`src/rtl/rx_msg_fifo.sv`:
```
// rx_msg_fifo
//   Receive-side message FIFO for a MIL-STD-1553 decoder core.
//   Words from the decoder are tagged with a start-of-message bit and stored
//   in a show-ahead FIFO. A message ends after GAP_CYCLES idle dec_clk
//   cycles with no decoder strobe, and msg_done pulses for one cycle then.
//
//   Entry layout (20 bits): {perr, som, csw, dw, dword[15:0]}
//
//   Build option:
//     RXFIFO_PERR_STORE_EN  defined   -> parity-error words are stored with
//                                        bit 19 set.
//                           undefined -> parity-error words are not stored.
//                                        They still restart the gap timer and
//                                        the message FSM. Bit 19 of rd_data
//                                        always reads 0.

module rx_msg_fifo #(
  parameter int DEPTH_LOG2 = 4,
  parameter int GAP_CYCLES = 32
) (
  input  logic                  dec_clk,
  input  logic                  rst_n,
  input  logic [15:0]           rx_dword,
  input  logic                  rx_dval,
  input  logic                  rx_csw,
  input  logic                  rx_dw,
  input  logic                  rx_perr,
  input  logic                  rd_en,
  input  logic                  clr,
  output logic [19:0]           rd_data,
  output logic                  rd_valid,
  output logic [DEPTH_LOG2:0]   count,
  output logic                  overflow,
  output logic                  msg_done
);

  localparam int DEPTH = 1 << DEPTH_LOG2;
  localparam int PTR_W = DEPTH_LOG2;
  localparam int CNT_W = DEPTH_LOG2 + 1;

  // The gap counter only has to reach GAP_CYCLES-1. The +1 keeps the width
  // legal when GAP_CYCLES is 1.
  localparam int GAP_W = $clog2(GAP_CYCLES + 1);
  localparam logic [GAP_W-1:0] GAP_LAST = GAP_W'(GAP_CYCLES - 1);

  // Message FSM encoding
  localparam logic [0:0] ST_IDLE   = 1'b0;
  localparam logic [0:0] ST_IN_MSG = 1'b1;

  // Storage and bookkeeping
  logic [19:0]          mem [DEPTH];
  logic [PTR_W-1:0]     wr_ptr;
  logic [PTR_W-1:0]     rd_ptr;
  logic [0:0]           state;
  logic [GAP_W-1:0]     gap_cnt;

  // Per-cycle decisions
  logic                 full;
  logic                 pop;
  logic                 word_ok;
  logic                 push;
  logic                 drop;
  logic                 som;
  logic                 timeout;
  logic                 perr_bit;
  logic [19:0]          wr_entry;

  // Decide what happens this cycle: pop, push or drop, plus the entry to write.
  always_comb begin
    full     = count[DEPTH_LOG2];
    rd_valid = (count != '0);
    pop      = rd_en & rd_valid & ~clr;
`ifdef RXFIFO_PERR_STORE_EN
    word_ok  = 1'b1;
    perr_bit = rx_perr;
`else
    word_ok  = ~rx_perr;
    perr_bit = 1'b0;
`endif
    // A pop in the same cycle frees a slot, so a full FIFO can still accept.
    push     = rx_dval & ~clr & word_ok & (~full | pop);
    drop     = rx_dval & ~clr & word_ok & full & ~pop;
    som      = (state == ST_IDLE);
    // A word arriving on the timeout cycle continues the current message.
    timeout  = (state == ST_IN_MSG) & (gap_cnt == GAP_LAST) & ~rx_dval;
    wr_entry = {perr_bit, som, rx_csw, rx_dw, rx_dword};
    rd_data  = rd_valid ? mem[rd_ptr] : '0;
  end

  // Storage write. The RAM is left out of reset and is only visible through rd_valid.
  always_ff @(posedge dec_clk) begin
    if (push) begin
      mem[wr_ptr] <= wr_entry;
    end
  end

  // Write pointer. Wraps naturally at DEPTH because it is exactly PTR_W bits wide.
  always_ff @(posedge dec_clk or negedge rst_n) begin
    if (!rst_n) begin
      wr_ptr <= '0;
    end else if (clr) begin
      wr_ptr <= '0;
    end else if (push) begin
      wr_ptr <= wr_ptr + PTR_W'(1);
    end
  end

  // Read pointer advances on every accepted pop.
  always_ff @(posedge dec_clk or negedge rst_n) begin
    if (!rst_n) begin
      rd_ptr <= '0;
    end else if (clr) begin
      rd_ptr <= '0;
    end else if (pop) begin
      rd_ptr <= rd_ptr + PTR_W'(1);
    end
  end

  // Occupancy: writes minus pops. A simultaneous push and pop leaves it unchanged.
  always_ff @(posedge dec_clk or negedge rst_n) begin
    if (!rst_n) begin
      count <= '0;
    end else if (clr) begin
      count <= '0;
    end else begin
      case ({push, pop})
        2'b10:   count <= count + CNT_W'(1);
        2'b01:   count <= count - CNT_W'(1);
        default: count <= count;
      endcase
    end
  end

  // Sticky overflow flag. Only clr or reset clears it.
  always_ff @(posedge dec_clk or negedge rst_n) begin
    if (!rst_n) begin
      overflow <= 1'b0;
    end else if (clr) begin
      overflow <= 1'b0;
    end else if (drop) begin
      overflow <= 1'b1;
    end
  end

  // Gap counter: restarts on any strobe (dropped words too), counts only inside a message.
  always_ff @(posedge dec_clk or negedge rst_n) begin
    if (!rst_n) begin
      gap_cnt <= '0;
    end else if (clr) begin
      gap_cnt <= '0;
    end else if (rx_dval) begin
      gap_cnt <= '0;
    end else if (state == ST_IN_MSG) begin
      if (timeout) begin
        gap_cnt <= '0;
      end else begin
        gap_cnt <= gap_cnt + GAP_W'(1);
      end
    end else begin
      gap_cnt <= '0;
    end
  end

  // Message FSM: any strobe opens or extends a message, and a full idle gap closes it.
  always_ff @(posedge dec_clk or negedge rst_n) begin
    if (!rst_n) begin
      state <= ST_IDLE;
    end else if (clr) begin
      state <= ST_IDLE;
    end else if (rx_dval) begin
      state <= ST_IN_MSG;
    end else if (timeout) begin
      state <= ST_IDLE;
    end
  end

  // End-of-message pulse, registered on the IN_MSG->IDLE transition.
  always_ff @(posedge dec_clk or negedge rst_n) begin
    if (!rst_n) begin
      msg_done <= 1'b0;
    end else if (clr) begin
      msg_done <= 1'b0;
    end else begin
      msg_done <= timeout;
    end
  end

endmodule

```
`config.mk`:
```
export PLATFORM = sky130hd
export DESIGN_NAME = rx_msg_fifo
export DESIGN_NICKNAME = d
export VERILOG_FILES = /design/src/rtl/rx_msg_fifo.sv
export SDC_FILE = /design/constraint.sdc
export NUM_CORES = 1
export LEC_CHECK = 0
export CAP_MARGIN = 0
export CORE_AREA = 4 4 152 227
export DETAILED_ROUTE_END_ITERATION = 8
export DIE_AREA = 0 0 156 231
export GPL_TIMING_DRIVEN = 0
export PLACE_DENSITY = 0.65
export SYNTH_ARGS = -nofsm -noshare
export SYNTH_HDL_FRONTEND = slang
export SYNTH_SLANG_ARGS = --single-unit
```
`constraint.sdc`:
```
create_clock -name dec_clk -period 4.3 [get_ports dec_clk]
set_input_delay 0.645 -clock dec_clk [delete_from_list [all_inputs] [get_ports dec_clk]]
set_output_delay 0.645 -clock dec_clk [all_outputs]
set_load 0.005 [all_outputs]
```
[After elaboration in Yosys (flattened, before gate mapping)]
Memories as Yosys holds them, arrays and structs flattened.
Cells that the tools add are included.
Word-level totals
  logic and storage cells: 57
  output and inout port bits: 28
  memories kept: 1
  input bits: 24
  flip-flop bits (word level): 22
  bits in writable memories: 304
Memory list
  mem: words 16, width 19, read ports 1, clocked after Yosys merged registers in 0, write ports 1, RTL line 51  | logic [19:0] mem [DEPTH];
Operators by class
  mux-type cells: 19
  eq/ne operators: 3
  add/sub/neg operators: 5
  reduce and logical (&&, ||, !) cells: 6
  bitwise logic cells: 16
Operator list (count)
  6-bit two-way mux: 4
  20-bit two-way mux: 1
  4-bit two-way mux: 4
  5-bit case mux with 2 select lines: 1
  1-bit bitwise AND: 9
  4-bit by 1-bit adder with 4-bit output, second input constant: 2
  1-bit two-way mux: 8
  6-bit by 1-bit adder with 6-bit output, second input constant: 1
  6-bit by 5-bit equality test with 1-bit output, second input constant: 1
  1-bit NOT: 6
  2-bit nonzero test: 3
  3-bit nonzero test: 2
  5-bit by 1-bit adder with 5-bit output, second input constant: 1
  5-bit two-way mux: 1
  5-bit nonzero test: 1
  5-bit by 1-bit subtractor with 5-bit output, second input constant: 1
  2-bit by 1-bit equality test with 1-bit output, second input constant: 1
  2-bit equality test, second input constant: 1
  1-bit OR: 1

[Longest topological paths before layout]
Gate-level depths: netlist of run 1.
  word-level depth: 8
  gate-level depth with buffers: 10
  mapped depth without buffers: 10

[Worst setup path after synthesis of run 1]
OpenSTA, ideal clock, no wires.
  path kind: in2reg
  start point: input port clr
  end point: memory mem[4][0] (netlist name) (enable)
  library setup time: 0.419 ns
  data required time: 3.881 ns
  stages: 5
  data arrival time: 3.018 ns
  slack: 0.863 ns
  buffers on the path: 1
  cells stage by stage: or3b_1 -> clkbuf_1 -> nor2_1 -> nand2_1 -> nor3_1
Between the ends
  longest elaborated chain between the ends: 6
  elaborated cells on any way between the ends: 8
  those cells by class: 2 x mux; 6 x bitwise
Ends and longest elaborated chain
  from (decl): RTL line 29  | input logic clr,
  1-bit NOT *: RTL line 72, 81
  1-bit bitwise AND (on tied branches): RTL line 81, 72
  1-bit bitwise AND or 1-bit OR (tied branches): RTL line 81  | push = rx_dval & ~clr & word_ok & (~full | pop);
  1-bit bitwise AND *: RTL line 81
  1-bit two-way mux *: RTL line 92  | if (push) begin
  1-bit two-way mux (implied by the code) *: RTL line 93  | mem[wr_ptr] <= wr_entry;
  to (decl): RTL line 51
Every way passes the cells marked *; elsewhere a longest branch is shown, timed or not.

[Worst setup path in the final report of run 1]
  start point: register rd_ptr[1]
  end point: output port rd_data[8]
Between the ends
  longest elaborated chain between the ends: 2
Ends and longest elaborated chain
  from (decl): RTL line 53  | logic [PTR_W-1:0] rd_ptr;
  from (signal assigned): RTL line 115  | rd_ptr <= rd_ptr + PTR_W'(1);
  memory read 16 x 19 bit
  20-bit two-way mux: RTL line 87  | rd_data = rd_valid ? mem[rd_ptr] : '0;
  to (decl): RTL line 30  | output logic [19:0] rd_data,
No other way between the ends.

==> impl_metrics.env, run 1 <==
export IMPL_outcome="finished clean"
export IMPL_fin_ws_ps=167.2
export IMPL_grt_usage_pct=15.89
export IMPL_grt_first_pass_wirelength_microns=42090
export IMPL_path_class="flop to output port"
export IMPL_synthToLayoutAreaGrowth_pct=17.13
export IMPL_cts_tree="built"
export IMPL_chipWidth_microns=156
export IMPL_drive_above_1_share_pct=24.50
export IMPL_place_inst=1067
export IMPL_cp_start_kind="flop"
export IMPL_postRouteAntennaNets=0
export IMPL_grt_setup_unrepaired="no"
export IMPL_synthAdderAreaFrac_pct=0.7789
export IMPL_clk_latency_ps=570
export IMPL_skew_ps=13.74
export IMPL_cts_buffers=30
export IMPL_fp_row_count=81
export IMPL_crit_required_ps=3650
export IMPL_cp_max_fo=10
export IMPL_gp_congestion=0.7765
export IMPL_syn_nets=623
export IMPL_p_per_area_mw_per_mm2=509.7
export IMPL_avgSynthCellArea_sq_um=21.74
export IMPL_synthXorXnorAreaFrac_pct=0.8178
export IMPL_critical_path_cell_chain="clkbuf_1 -> clkbuf_2 -> buf_2 -> mux4_2 -> mux4_2 -> and2_1 -> clkdlybuf4s50_1"
export IMPL_synth_compound_area_share_pct=0.9736
export IMPL_initial_core_util_pct=39.50
export IMPL_syn_instance_count=591
export IMPL_cts_post_setup_buffers_inserted=0
export IMPL_fin_crit_ps=4133
export IMPL_routed_wl_microns=28510
export IMPL_die_h_microns=231
export IMPL_synth_area_top_cells="edfxtp_1, mux4_2, dfrtp_1"
export IMPL_dieArea_sq_mm=0.03604
export IMPL_yosysTopAreaCell="edfxtp_1"
export IMPL_vdd_drop_max_mv=0.3011
export IMPL_max_slew_margin_pct=9.307
export IMPL_netlist_area_sq_mm=0.01285
export IMPL_worst_pin_slew_ps=1360
export IMPL_slew_viol_final=0
export IMPL_cpPeakStageDelay_ps=470
export IMPL_yosysSeqAreaShare_pct=75.32
export IMPL_max_cap_violations=0
export IMPL_overflow=0
export IMPL_cpMostUsedCell="mux4_2"
export IMPL_yosysWarnings=0
export IMPL_setup_viol=0
export IMPL_clock_path_buffers=3
export IMPL_io_pins=52
export IMPL_grt_pass1_vias=6715
export IMPL_cp_top_family="buffers and inverters"
export IMPL_ys_ff_latch=326
export IMPL_synth_edf_count=304
export IMPL_postLayoutCoreUtil_pct=46.27
export IMPL_tns_ps=0
export IMPL_clkSinkCount=326
export IMPL_clkTransAtPathRegs_ps=60
export IMPL_finalNetCount=716
export IMPL_via_per_inst=5.447
export IMPL_synthTopCellsByCount="edfxtp_1, mux4_2, nor2_1"
export IMPL_async_flop_share_pct=6.748
export IMPL_crit_arrival_ps=3490
export IMPL_post_route_period_util_pct=96.11
export IMPL_htreeDepth=1
export IMPL_synthDominantCellAreaShare_pct=71.03
export IMPL_place_hpwl_microns=18160
export IMPL_antenna_found_initial=0
export IMPL_endpoint_kind="output port"
export IMPL_synthFlopType="edfxtp_1"
export IMPL_yosys_area_share_simple_pct=3.563
export IMPL_holdWs_ps=498.7
export IMPL_final_cells=1122
export IMPL_dr_pass1_iters=5
export IMPL_root_buffer="clkbuf_16"
export IMPL_portBuffers=50
export IMPL_route_detailed_drc=0
export IMPL_drt_iter0_drc=476
export IMPL_yosys_cell_types_count=39
export IMPL_num_vias=6112
export IMPL_path_buf_inv=4
export IMPL_leakage_nw=4.739
export IMPL_fill_cells=2641
export IMPL_synth_most_common_cell="edfxtp_1"
export IMPL_hold_class="flop to flop"
export IMPL_place_ws_ps=336.6
export IMPL_core_area_sq_mm=0.03253
export IMPL_wire_per_inst_microns=25.41
export IMPL_critPathSlowestCell="mux4_2"
export IMPL_timing_fmax_ghz=0.2420
export IMPL_ctsHoldBuffers=0
export IMPL_grt_max_degree=23
export IMPL_yosys_mux_area_fraction_pct=17.08
export IMPL_synth_top_family_by_area="multiplexers"
export IMPL_final_hold_violation_count=0
==> sequential cells by signal, summed over array words and instances, names as in the netlist <==
| signal | count |
|---|---|
| rd_ptr | 4 |
| wr_ptr | 4 |
| gap_cnt | 6 |
| mem | 304 |
| count | 5 |
| overflow | 1 |
| msg_done | 1 |
| state | 1 |
==> cells in the final DEF, fill, tap and decap left out, types with 4 or more instances in the layout <==
cell type          n
edfxtp_1         304
clkinv_2           6
nor2_1            26
mux4_2            95
nor3_2             4
buf_2              6
buf_6              8
inv_1             10
clkbuf_1          20
clkdlybuf4s50_1   50
dfrtp_1           22
and2_1            27
mux2i_1            4
nand2_1            6
clkinv_1           6
nand3_1            6
ha_1               8
a21oi_1            4
clkbuf_16         31
xor2_1             9
==> logic make-up after synthesis <==
kind of cell    Yosys count
compound gates           16
flops                   326
mux                     100
xor+xnor                 12
fa+ha+maj                 8
buf+inv                  40
simple gates             88
other cells               1
==> worst paths after layout <==
path                       startpoint    endpoint  slack [ps]  cells after the start
max                         rd_ptr[1]  rd_data[8]         170                      7
min                        gap_cnt[0]  gap_cnt[0]         500                      1
max reg2reg                  count[0]    count[4]        1290                     10
min reg2reg                gap_cnt[0]  gap_cnt[0]         500                      1
max in group asynchronous       rst_n  gap_cnt[1]        3010                      1
min in group asynchronous       rst_n    overflow         650                      1
==> metal layers <==
metal,vias up,GRT usage (%),part of all wire (%),routed length [microns]
met5,-,0,0,0
met4,0,5.858,3.1,894
met3,59,2.063,4.4,1250
met2,184,29.34,56,15900
met1,3246,18.73,37,10470
li1,2623,-,-,-
==> metrics by stage <==
step                      instance area [sq um]  power, mW
after CTS                                 15050      7.772
after global placement                    13870      5.121
final                                     15050      7.672
after global routing                      15050      7.967
after floorplan                           12850      4.449
after detailed placement                  14080      5.156
==> where the power goes <==
part | internal, mW | switching (mW)
logic | 0.799 | 0.710
clock network | 1.49 | 1.12
registers | 3.50 | 0.0470
==> timing repair <==
action,4_1_cts,5_1_grt
gates resized for setup,1,1
pin swaps,0,0
setup endpoints to repair,18,5
==> area by class of cell <==
cell class                 instances  area, sq um  area share, %
clock inverter                    18        168.9          1.122
antenna                            1        2.502        0.01663
tap                              415        519.2          3.450
clock buffer                      36        794.5          5.278
timing repair buffer              61        676.9          4.497
buffer                            29        147.6         0.9809
sequential                       326         9679          64.31
inverter                          11        41.29         0.2743
multi-input combinational        225         3022          20.07
(Power assumes the default switching activity.)
==> run 2: changes to the inputs <==
Settings changed: RECOVER_POWER set to 25.
==> run 2 against run 1 <==
Compared with the run above: non-clock buffer count did not move; cell count barely moved; critical path type unchanged; setup slack improved by 1.9 ps.
==> impl_metrics.env, run 2 (same netlist as run 1, synthesis figures left out) <==
export IMPL_outcome="finished clean"
export IMPL_root_buffer="clkbuf_16"
export IMPL_rr_startpoint="count[0]"
export IMPL_place_inst=1067
export IMPL_drt_iter0_drc=466
export IMPL_vdd_drop_max_mv=0.3046
export IMPL_cpMostUsedCell="mux4_2"
export IMPL_p_per_area_mw_per_mm2=510.0
export IMPL_endpoint_kind="output port"
export IMPL_tns_ps=0
export IMPL_dr_pass1_iters=5
export IMPL_initial_core_util_pct=39.50
export IMPL_holdWs_ps=499.2
export IMPL_fin_area_sq_mm=0.01505
export IMPL_skew_ps=16.19
export IMPL_timing_fmax_ghz=0.2421
export IMPL_pwr_share_seq_pct=46.2
export IMPL_final_hold_violation_count=0
export IMPL_core_area_sq_mm=0.03253
export IMPL_p_int_mw=5.792
export IMPL_cp_startpoint="rd_ptr[1]"
export IMPL_via_per_inst=5.435
export IMPL_cp_start_kind="flop"
export IMPL_grt_pass1_vias=6715
export IMPL_worst_pin_slew_ps=1352
export IMPL_clkTransAtPathRegs_ps=60
export IMPL_path_buf_inv=4
export IMPL_portBuffers=50
export IMPL_max_cap_violations=0
export IMPL_htreeDepth=1
export IMPL_hold_class="flop to flop"
export IMPL_postLayoutCoreUtil_pct=46.28
export IMPL_wire_per_inst_microns=25.42
export IMPL_cpPeakStageDelay_ps=470
export IMPL_leakage_nw=4.742
export IMPL_grt_usage_pct=15.89
export IMPL_p_total_mw=7.677
export IMPL_reg_top3="mem (304), gap_cnt (6), count (5)"
export IMPL_place_ws_ps=336.6
export IMPL_clockPowerShare_pct=34.1
export IMPL_clock_path_buffers=3
export IMPL_fp_row_count=81
export IMPL_cts_tree="built"
export IMPL_max_slew_margin_pct=9.873
export IMPL_drive_above_1_share_pct=24.50
export IMPL_antenna_found_initial=1
export IMPL_fin_crit_ps=4131
export IMPL_clk_latency_ps=570
export IMPL_num_vias=6103
export IMPL_route_detailed_drc=0
export IMPL_crit_required_ps=3650
export IMPL_swShare_pct=24.56
export IMPL_fill_cells=2640
export IMPL_clkSinkCount=326
export IMPL_grt_first_pass_wirelength_microns=42090
export IMPL_top_register="mem"
export IMPL_die_h_microns=231
export IMPL_post_dp_cell_area_sq_mm=0.01408
export IMPL_io_pins=52
export IMPL_cp_max_fo=10
export IMPL_routed_wl_microns=28550
export IMPL_slew_viol_final=0
export IMPL_final_cell_mix="edfxtp_1, mux4_2, clkdlybuf4s50_1, clkbuf_16, and2_1"
export IMPL_chipWidth_microns=156
export IMPL_min_delay_start="gap_cnt[0]"
export IMPL_crit_arrival_ps=3490
export IMPL_final_common_cell="edfxtp_1"
export IMPL_critical_path_cell_chain="clkbuf_1 -> clkbuf_2 -> buf_2 -> mux4_2 -> mux4_2 -> and2_1 -> clkdlybuf4s50_1"
export IMPL_path_class="flop to output port"
export IMPL_critPathSlowestCell="mux4_2"
export IMPL_place_hpwl_microns=18160
export IMPL_finalNetCount=716
export IMPL_p_sw_mw=1.886
export IMPL_synthToLayoutAreaGrowth_pct=17.15
export IMPL_fin_ws_ps=169.0
export IMPL_post_route_period_util_pct=96.07
export IMPL_grt_max_degree=23
export IMPL_largest_reg_flops=304
export IMPL_gp_congestion=0.7765
export IMPL_grt_setup_unrepaired="no"
export IMPL_cp_top_family="buffers and inverters"
export IMPL_setup_viol=0
export IMPL_postRouteAntennaNets=0
export IMPL_overflow=0
export IMPL_dieArea_sq_mm=0.03604
export IMPL_comb_power_share_pct=19.6
export IMPL_final_cells=1123
export IMPL_cts_buffers=30
-- run 2: cell count changes in the layout (fill, tap and decap cells not counted), sizes merged --
cell	change
clkdlybuf4s50	-10
dlygate4sd3	+10
diode	+1
-- run 2: per-layer routing --
metal  global-route usage (%)  share of wire, %
met2                    29.34                56
met1                    18.73                37
met5                        0                 0
met3                    2.063               4.5
met4                    5.858               3.1
-- run 2: path summary, 6_finish.rpt --
kind	to	slack, ps	cells past startpoint
max	rd_data[8]	170	7
min	gap_cnt[0]	500	1
max reg2reg	count[4]	1290	10
min reg2reg	gap_cnt[0]	500	1
max in group asynchronous	gap_cnt[1]	2990	1
min in group asynchronous	overflow	660	1
-- run 2: final cells by class --
class | instances | area [sq um] | area share (%)
inverter | 11 | 41.29 | 0.2743
tap | 415 | 519.2 | 3.449
multi-input combinational | 225 | 3022 | 20.07
clock inverter | 18 | 168.9 | 1.122
clock buffer | 36 | 794.5 | 5.278
antenna | 2 | 5.005 | 0.03324
timing repair buffer | 61 | 676.9 | 4.496
buffer | 29 | 147.6 | 0.9807
sequential | 326 | 9679 | 64.30
-- run 2: power groups by stage --
stage                     Sequential [mW]  Clock, mW  Combinational [mW]
after floorplan                      3.60          0               0.846
after global placement               3.61          0                1.51
after detailed placement             3.62          0                1.54
after CTS                            3.55       2.68                1.55
after global routing                 3.55       2.79                1.63
final                                3.55       2.62                1.51
-- run 2: repair_timing --
item	in CTS	in global routing
gates resized for setup	1	1
hold endpoints to repair	0	0
setup endpoints to repair	18	5
hold buffers	0	0
setup buffers	0	0
pin swaps	0	0
-- run 2: worst reg2reg max path, stage by stage (launching register included) --
cell,delay (ps)
dfrtp_1,450
or2_4,300
o41ai_4,530
nor3_1,180
xor2_1,180
ha_1,230
nor2_1,130
o21bai_1,80
a311o_1,360
or3_1,320
a31oi_1,170
